File: src/rtl/flash_pkg.sv
// Shared widths and FSM encoding for the flash arbiter slice.
package flash_pkg;

  localparam int FLASH_AW = 24;
  localparam int FLASH_DW = 32;
  localparam int NUM_REQ  = 2;

  typedef enum logic [1:0] {
    ST_IDLE   = 2'd0,
    ST_SETUP  = 2'd1,
    ST_ACCESS = 2'd2,
    ST_DONE   = 2'd3
  } state_t;

endpackage

File: src/rtl/flash_rr_arb.sv
// Combinational two-way round-robin picker. 'last' is the index of the
// requester served most recently; on a tie the other one wins.
module flash_rr_arb
  import flash_pkg::*;
(
  input  logic [NUM_REQ-1:0] req,
  input  logic               last,
  output logic [NUM_REQ-1:0] grant
);

  // One-hot grant: a sole requester always wins, a tie goes away from 'last'
  always_comb begin
    grant = '0;
    case (req)
      2'b01:   grant = 2'b01;
      2'b10:   grant = 2'b10;
      2'b11:   grant = last ? 2'b01 : 2'b10;
      default: grant = '0;
    endcase
  end

endmodule

File: src/rtl/flash_arbiter.sv
// Two-requester arbiter for an asynchronous-style parallel flash.
// Each transaction runs IDLE -> SETUP -> ACCESS -> DONE; the winner's
// command is latched in IDLE and held on f_addr/f_wdata until DONE.
// Optional read timeout is built when FLASH_ARB_TIMEOUT_EN is defined.
module flash_arbiter
  import flash_pkg::*;
#(
  parameter int WR_CYCLES = 4,
  parameter int TIMEOUT   = 64
) (
  input  logic                               clk,
  input  logic                               rst_n,
  input  logic [NUM_REQ-1:0]                 m_req,
  input  logic [NUM_REQ-1:0]                 m_we,
  input  logic [NUM_REQ-1:0][FLASH_AW-1:0]   m_addr,
  input  logic [NUM_REQ-1:0][FLASH_DW-1:0]   m_wdata,
  output logic [NUM_REQ-1:0]                 m_ack,
  output logic [NUM_REQ-1:0]                 m_err,
  output logic [FLASH_DW-1:0]                m_rdata,
  output logic                               f_cs_n,
  output logic                               f_oe_n,
  output logic                               f_we_n,
  output logic [FLASH_AW-1:0]                f_addr,
  output logic [FLASH_DW-1:0]                f_wdata,
  input  logic [FLASH_DW-1:0]                f_rdata,
  input  logic                               f_ready
);

  if (WR_CYCLES < 1 || WR_CYCLES > 255 || TIMEOUT < 1) begin : g_param_check
    $error("flash_arbiter: WR_CYCLES must be 1..255 and TIMEOUT >= 1");
  end

  state_t              state, state_nxt;
  logic [NUM_REQ-1:0]  grant;
  logic                gnt_idx;
  logic                win_q;
  logic                last_q;
  logic                we_q;
  logic [FLASH_AW-1:0] addr_q;
  logic [FLASH_DW-1:0] wdata_q;
  logic [FLASH_DW-1:0] rdata_q;
  logic [7:0]          wr_cnt;
  logic                wr_last;
  logic                rd_timeout;

`ifdef FLASH_ARB_TIMEOUT_EN
  localparam int TMO_W = $clog2(TIMEOUT + 1);
  logic [TMO_W-1:0]    tmo_cnt;
  logic                err_q;
  assign rd_timeout = !f_ready && (tmo_cnt == TMO_W'(TIMEOUT - 1));
`else
  assign rd_timeout = 1'b0;
`endif

  flash_rr_arb u_rr_arb (
    .req   (m_req),
    .last  (last_q),
    .grant (grant)
  );

  assign gnt_idx = grant[1];
  assign wr_last = (wr_cnt == 8'(WR_CYCLES - 1));
  assign f_addr  = addr_q;
  assign f_wdata = wdata_q;

  // State register
  always_ff @(posedge clk) begin
    if (!rst_n) state <= ST_IDLE;
    else        state <= state_nxt;
  end

  // Next-state: strictly IDLE -> SETUP -> ACCESS -> DONE -> IDLE
  always_comb begin
    state_nxt = state;
    case (state)
      ST_IDLE:   if (|grant) state_nxt = ST_SETUP;
      ST_SETUP:  state_nxt = ST_ACCESS;
      ST_ACCESS: begin
        if (we_q) begin
          if (wr_last) state_nxt = ST_DONE;
        end else if (f_ready || rd_timeout) begin
          state_nxt = ST_DONE;
        end
      end
      ST_DONE:   state_nxt = ST_IDLE;
      default:   state_nxt = ST_IDLE;
    endcase
  end

  // Command latch, cycle counters and round-robin pointer
  always_ff @(posedge clk) begin
    if (!rst_n) begin
      win_q   <= 1'b0;
      last_q  <= 1'b1;
      we_q    <= 1'b0;
      addr_q  <= '0;
      wdata_q <= '0;
      wr_cnt  <= '0;
`ifdef FLASH_ARB_TIMEOUT_EN
      tmo_cnt <= '0;
      err_q   <= 1'b0;
`endif
    end else begin
      case (state)
        ST_IDLE: begin
          if (|grant) begin
            win_q   <= gnt_idx;
            we_q    <= m_we[gnt_idx];
            addr_q  <= m_addr[gnt_idx];
            wdata_q <= m_wdata[gnt_idx];
            wr_cnt  <= '0;
`ifdef FLASH_ARB_TIMEOUT_EN
            tmo_cnt <= '0;
            err_q   <= 1'b0;
`endif
          end
        end
        ST_ACCESS: begin
          wr_cnt <= wr_cnt + 8'd1;
`ifdef FLASH_ARB_TIMEOUT_EN
          tmo_cnt <= tmo_cnt + 1'b1;
          if (!we_q && rd_timeout) err_q <= 1'b1;
`endif
        end
        ST_DONE: last_q <= win_q;
        default: ;
      endcase
    end
  end

  // Read-data capture; a timed-out read returns zero
  always_ff @(posedge clk) begin
    if (state == ST_ACCESS && !we_q) begin
      if (f_ready)         rdata_q <= f_rdata;
      else if (rd_timeout) rdata_q <= '0;
    end
  end

  // Strobes and requester-side outputs decoded from state
  always_comb begin
    f_cs_n  = 1'b1;
    f_oe_n  = 1'b1;
    f_we_n  = 1'b1;
    m_ack   = '0;
    m_err   = '0;
    m_rdata = '0;
    case (state)
      ST_SETUP:  f_cs_n = 1'b0;
      ST_ACCESS: begin
        f_cs_n = 1'b0;
        f_oe_n = we_q;
        f_we_n = !we_q;
      end
      ST_DONE: begin
        m_ack[win_q] = 1'b1;
`ifdef FLASH_ARB_TIMEOUT_EN
        m_err[win_q] = err_q;
`endif
        if (!we_q) m_rdata = rdata_q;
      end
      default: ;
    endcase
  end

endmodule
File: config.mk
export PLATFORM = sky130hd
export DESIGN_NAME = flash_arbiter
export DESIGN_NICKNAME = d
export VERILOG_FILES = /design/src/rtl/flash_pkg.sv /design/src/rtl/flash_rr_arb.sv /design/src/rtl/flash_arbiter.sv
export SDC_FILE = /design/constraint.sdc
export NUM_CORES = 1
export LEC_CHECK = 0
export BUFFER_PORTS_ARGS = -buffer_cell sky130_fd_sc_hd__buf_2
export CORE_MARGIN = 4
export CORE_UTILIZATION = 35
export CTS_BUF_LIST = sky130_fd_sc_hd__clkbuf_4 sky130_fd_sc_hd__clkbuf_8 sky130_fd_sc_hd__clkbuf_16
export DETAILED_ROUTE_END_ITERATION = 8
export GPL_TIMING_DRIVEN = 0
export PLACE_DENSITY_LB_ADDON = 0.15
export SETUP_SLACK_MARGIN = 0.15
export SLEW_MARGIN = 0
export SYNTH_ARGS = -nofsm -noshare
export SYNTH_HDL_FRONTEND = slang
export SYNTH_SLANG_ARGS = --single-unit
File: constraint.sdc
create_clock -name clk -period 3.5 [get_ports clk]
set_input_delay 0.175 -clock clk [delete_from_list [all_inputs] [get_ports clk]]
set_output_delay 0.175 -clock clk [all_outputs]
set_load 0.005 [all_outputs]
### Yosys cells after proc, flatten, opt, wreduce, memory -nomap -nowiden

Index checks and enable logic that the tools add are counted.

* logic and storage cells: 56
* bits of input ports: 151
* bits in registers: 101
* output and inout bits: 95

* muxes and demuxes: 23
* equality and inequality tests: 10
* add/subtract/negate cells: 1
* $lt $le $gt $ge: 3
* reduce and logical (&&, ||, !) cells: 11

Operators by type and width (number)
* $mux W32: 4
* $mux W24: 2
* $pmux W8 S2: 1
* $mux W2: 6
* $add A8 B1 Y8 const B: 1
* $eq A2 B2 Y1 const B: 4
* $eq A8 B2 Y1 const B: 1
* $mux W8: 1
* $pmux W2 S4: 1
* $mux W1: 6
* $ne A3 B3 Y1 const B: 2
* $pmux W2 S3: 1
* $reduce_and A2 Y1: 3
* $eq A2 B1 Y1 const B: 2
* $lt A1 B2 Y1 const B: 2
* $reduce_or A2 Y1: 2
* $reduce_and A3 Y1: 1
* $logic_and A1 B1 Y1: 2
* $logic_not A2 Y1: 1
* $ne A2 B2 Y1 const B: 1
* $reduce_bool A2 Y1: 1
* $demux W1 S1: 1
* $ge A1 B1 Y1 const B: 1
* $logic_not A1 Y1: 1

### Longest topological paths before layout

* depth after elaboration: 5
* gate-level depth with buffers: 9

### Cells and area by module

Synthesis repeated with hierarchy kept, for this count alone.

* cells, all modules: 408
* area total of the unflattened synthesis: 4568.1 µm²

Modules (own cells, without submodules)
* flash_arbiter: cells an instance 405, times used 1, area an instance 4549.4 µm², sequential area each 2342.2 µm²
* flash_rr_arb: cells an instance 3, times used 1, area an instance 18.8 µm², sequential area each 0.0 µm²

### Worst setup path before layout

Ideal clock, no wire load.

* path type: flip-flop to flip-flop
* from: register state[0]
* to: register rdata_q[0], enable pin
* stages on the path, launching flop included: 6
* slack: 780 ps
* period minus slack after synthesis: 2720 ps
* data required time: 3079 ps
* buffers on the path: 1
* data arrival time: 2299 ps
* cells stage by stage: dfxtp_1 > inv_1 > ha_1 > clkbuf_1 > nand2b_1 > nor2_1

* word-level cells in the longest chain between the ends: 3

Ends and longest elaborated chain
* start, declared: line flash_arbiter.sv:33 `state_t state, state_nxt;`
* start signal, assigned: line flash_arbiter.sv:69 `else state <= state_nxt;`
* $eq A2 B2 Y1: line flash_arbiter.sv:133 `if (state == ST_ACCESS && !we_q) begin`
* $logic_and A1 B1 Y1: line flash_arbiter.sv:133
* $reduce_and A2 Y1 (no line)
* end signal, assigned: line flash_arbiter.sv:134 `if (f_ready) rdata_q <= f_rdata;`
* end, declared: line flash_arbiter.sv:41 `logic [FLASH_DW-1:0] rdata_q;`

No other way between the ends.
A chain may end at the register's enable or synchronous reset.

### Final worst setup path

* from: register state[0]
* to: register rdata_q[28], enable pin

The elaborated chain is that of the path after synthesis.

==> impl_results.rst <==
.. list-table::
   :header-rows: 1

   * - Metric
     - Value
   * - Count of cells resized by post-cts repair
     - 0
   * - Static leakage power
     - 3.552 nW
   * - Power Density
     - 610.8 mW/mm^2
   * - Number of max-slew violations in the final report
     - 0
   * - Count of yosys warnings during synthesis
     - 0
   * - Layout cells sized above 1
     - 39.57%
   * - Arrival time worst endpoint
     - 2160 ps
   * - Total CTS buffers
     - 9
   * - Hold violation total from the final report
     - 0
   * - EDFF count, synth
     - 32
   * - Gate count after technology mapping
     - 409
   * - Io pins
     - 246
   * - CTS tree
     - built
   * - Setup repair after global routing missed its margin
     - false
   * - Tightest hold margin
     - 173.2 ps
   * - CTS clk-pin slew, worst paths
     - 70 ps
   * - Post-synth top area cell
     - sky130_fd_sc_hd__dfxtp_1
   * - Number of global-route vias before repair
     - 4115
   * - Wirelength, routed
     - 13350 um
   * - Count of vias placed by the detailed router
     - 4048
   * - Root Buffer
     - sky130_fd_sc_hd__clkbuf_16
   * - Routed Antenna Nets
     - 0
   * - Status
     - completed
   * - Period utilization
     - 62.64%
   * - Metal-1 WL
     - 5656 um
   * - Core area
     - 0.01262 mm^2
   * - Avg Synthesized Cell Area
     - 11.05 um^2
   * - Met3 wirelength from detailed routing
     - 976 um
   * - Proportion of synthesized flip-flops having asynchronous set or reset
     - 0%
   * - Detailed-routing iteration count for the pre-antenna-repair pass
     - 4
   * - Slew Limit Headroom
     - 42.47%
   * - Area share of the largest cell type after synthesis
     - 30.56%
   * - Top FF cell, synth
     - sky130_fd_sc_hd__dfxtp_1
   * - Internal power
     - 2.780 mW
   * - Combinational Power Share
     - 31.6%
   * - DRC violation count after routing
     - 0
   * - Relative contribution of the clock network to total power
     - 26.7%
   * - Initial Utilization
     - 35.82%
   * - Max Buffers Root-to-Sink
     - 2
   * - Input/output buffers
     - 242
   * - Worst-case setup slack after placement
     - 1286 ps
   * - Hold Path Class
     - primary input to flop
   * - Max Freq
     - 456.1 MHz
   * - Overall die height
     - 121.7 um
   * - Largest voltage drop on the vdd net
     - 0.2718 mV
   * - Largest net degree at the start of global routing
     - 33
   * - DIE WIDTH
     - 121.7 um
   * - Die Footprint
     - 0.01480 mm^2
   * - Largest cells by area after synthesis
     - sky130_fd_sc_hd__dfxtp_1 31%, sky130_fd_sc_hd__edfxtp_1 21%, sky130_fd_sc_hd__mux2i_1 13%, sky130_fd_sc_hd__o211a_1 13%, sky130_fd_sc_hd__nand2_1 5.2%
   * - Post-Syn Area
     - 0.004521 mm^2
   * - Total of max-cap violations
     - 0
   * - Final-report setup violation count
     - 0
   * - Switching power as a share of total power
     - 31.02%
   * - Final worst clock skew
     - 5.843 ps
   * - HPWL after detailed placement
     - 10150 um
   * - Final critical-path setup slack
     - 1308 ps
   * - Highest layer used for signal routing
     - met4
   * - Worst path required time
     - 3470 ps
   * - Initial detailed-routing violation count
     - 138
   * - Number of standard cells in the layout, taps in and fillers out
     - 872
   * - Area added between synthesis and finish
     - 45.97%
   * - Mean number of vias per cell
     - 4.642
   * - FP Rows
     - 41
   * - Maximum fanout along the worst path
     - 32
   * - Fin crit period
     - 2192 ps
   * - Slew at the pin closest to its max-slew limit
     - 860.9 ps
   * - Seq pwr share
     - 41.7%
   * - Num Clock Sinks
     - 101
   * - Most common cell in the synthesized netlist
     - sky130_fd_sc_hd__dfxtp_1
   * - Antenna cell count
     - 0
   * - Number of register bits inferred by synthesis
     - 101
   * - Total congestion overflow after global routing
     - 0
   * - Routed len/inst
     - 15.31 um
   * - Wire length of the first global-routing pass
     - 20230 um
   * - Portion of the post-synthesis area used by sequential elements
     - 51.81%
   * - Number of levels in the clock H-tree
     - 3
   * - Net switching power
     - 1.250 mW
   * - Post-layout net count
     - 851
   * - Slack of the worst reg-to-reg path
     - 1310 ps
   * - Antenna violations before repair
     - 0
   * - Final sum of negative setup slack
     - 0 ps
   * - Total routing usage reported by global routing
     - 17.63%
   * - Number of placed instances with taps included
     - 824
   * - List of most frequent post-synthesis cells
     - 69 x sky130_fd_sc_hd__dfxtp_1, 63 x sky130_fd_sc_hd__nand2_1, 59 x sky130_fd_sc_hd__mux2i_1
   * - Length of routed met2 wiring
     - 6491 um
   * - Critical path start-end classification
     - flop to flop
   * - CP startpoint kind
     - flop
   * - Weighted congestion at the end of routability-driven global placement
     - 0.7779
   * - Crit end category
     - flop
   * - Yosys cell types
     - 35
   * - Clk_lat worst skew
     - 340 ps
## placed cells by master (no fill, tap or decap), types with 3 or more instances in the layout
master,synthesis,layout
sky130_fd_sc_hd__a21oi_1,4,4
sky130_fd_sc_hd__and2_1,33,33
sky130_fd_sc_hd__buf_2,8,250
sky130_fd_sc_hd__buf_4,5,5
sky130_fd_sc_hd__buf_6,3,3
sky130_fd_sc_hd__clkbuf_1,14,14
sky130_fd_sc_hd__clkbuf_16,0,9
sky130_fd_sc_hd__clkbuf_4,0,3
sky130_fd_sc_hd__dfxtp_1,69,69
sky130_fd_sc_hd__dlygate4sd3_1,0,32
sky130_fd_sc_hd__edfxtp_1,32,32
sky130_fd_sc_hd__ha_1,5,5
sky130_fd_sc_hd__inv_1,5,5
sky130_fd_sc_hd__mux2i_1,59,59
sky130_fd_sc_hd__nand2_1,63,63
sky130_fd_sc_hd__nand3_1,5,5
sky130_fd_sc_hd__nor2_1,9,8
sky130_fd_sc_hd__nor2b_1,4,4
sky130_fd_sc_hd__nor3_1,4,4
sky130_fd_sc_hd__nor3b_1,3,3
sky130_fd_sc_hd__o211a_1,58,58
sky130_fd_sc_hd__o21ai_0,7,7
sky130_fd_sc_hd__xnor2_1,3,3
## flip-flops by register name, summed over array words and instances (netlist names)
| signal | flops |
|---|---|
| last_q | 1 |
| state | 2 |
| wr_cnt | 8 |
| f_wdata | 32 |
| rdata_q | 32 |
| we_q | 1 |
| f_addr | 24 |
| win_q | 1 |
## stage by stage
step | cell area [um^2] | power [mW] | utilization [%]
6_report | 6599 | 4.031 | 52.29
2_1_floorplan | 4524 | 2.367 | -
3_5_place_dp | 5958 | 2.976 | 47.21
3_3_place_gp | 5951 | 2.950 | 47.15
4_1_cts | 6599 | 4.098 | 52.29
5_1_grt | 6599 | 4.311 | 52.29
## worst max-delay path, cell delays in order, from the launching register on
cell	delay (ps)
sky130_fd_sc_hd__dfxtp_1	330
sky130_fd_sc_hd__inv_1	110
sky130_fd_sc_hd__ha_1	190
sky130_fd_sc_hd__clkbuf_1	300
sky130_fd_sc_hd__nand2b_1	190
sky130_fd_sc_hd__nor2_4	690
## cell families (layout without fill, tap and decap cells)
| family | after synthesis | after routing | share of synthesized area [%] |
|---|---|---|---|
| xor gates and xnor gates | 4 | 4 | 0.7751 |
| buffers and inverters | 38 | 328 | 4.318 |
| muxes | 59 | 59 | 13.06 |
| other | 1 | 2 | 0.08295 |
| DFF | 101 | 101 | 51.81 |
| AOI/OAI and AO/OA | 75 | 75 | 15.17 |
| adders and majority gates | 5 | 5 | 1.384 |
| and+or+nand+nor | 126 | 126 | 13.40 |
## cell type report
class                      instances  area [um^2]
multi-input combinational        271         1994
inverter                           5        18.77
timing repair buffer             274         1531
tap                              172        215.2
fill                            1179         6021
clock buffer                      12        247.7
sequential                       101         2342
clock inverter                     4        72.57
buffer                            33        176.4
## path summary, 6_finish.rpt
path                               start                       to  cells after the start
setup / recovery   state[0]$_SDFFE_PN0P_    rdata_q[28]$_DFFE_PP_                      5
hold / removal                m_addr[12]  f_addr[12]$_SDFFE_PN0P_                      4
setup reg to reg   state[0]$_SDFFE_PN0P_    rdata_q[28]$_DFFE_PP_                      5
hold reg to reg   wr_cnt[7]$_SDFFE_PN0P_   wr_cnt[7]$_SDFFE_PN0P_                      2
## power groups by stage
stage,registers [mW],clock network (mW),logic (mW)
final,1.68,1.07,1.27
after global routing,1.72,1.16,1.43
after CTS,1.68,1.11,1.31
after detailed placement,1.70,0,1.27
after global placement,1.70,0,1.25
after floorplan,1.72,0,0.649
## per-layer routing
metal,up-vias,global-route usage [%]
met5,-,0
met4,0,7.143
met3,14,4.085
met2,156,30.16
li1,2026,-
met1,1852,21.42
## timing repair
| action | CTS | global route |
|---|---|---|
| hold buffers | 32 | 0 |
| hold endpoints to repair | 32 | 0 |
| setup buffers | 0 | 0 |
(Power assumes the default switching activity.)
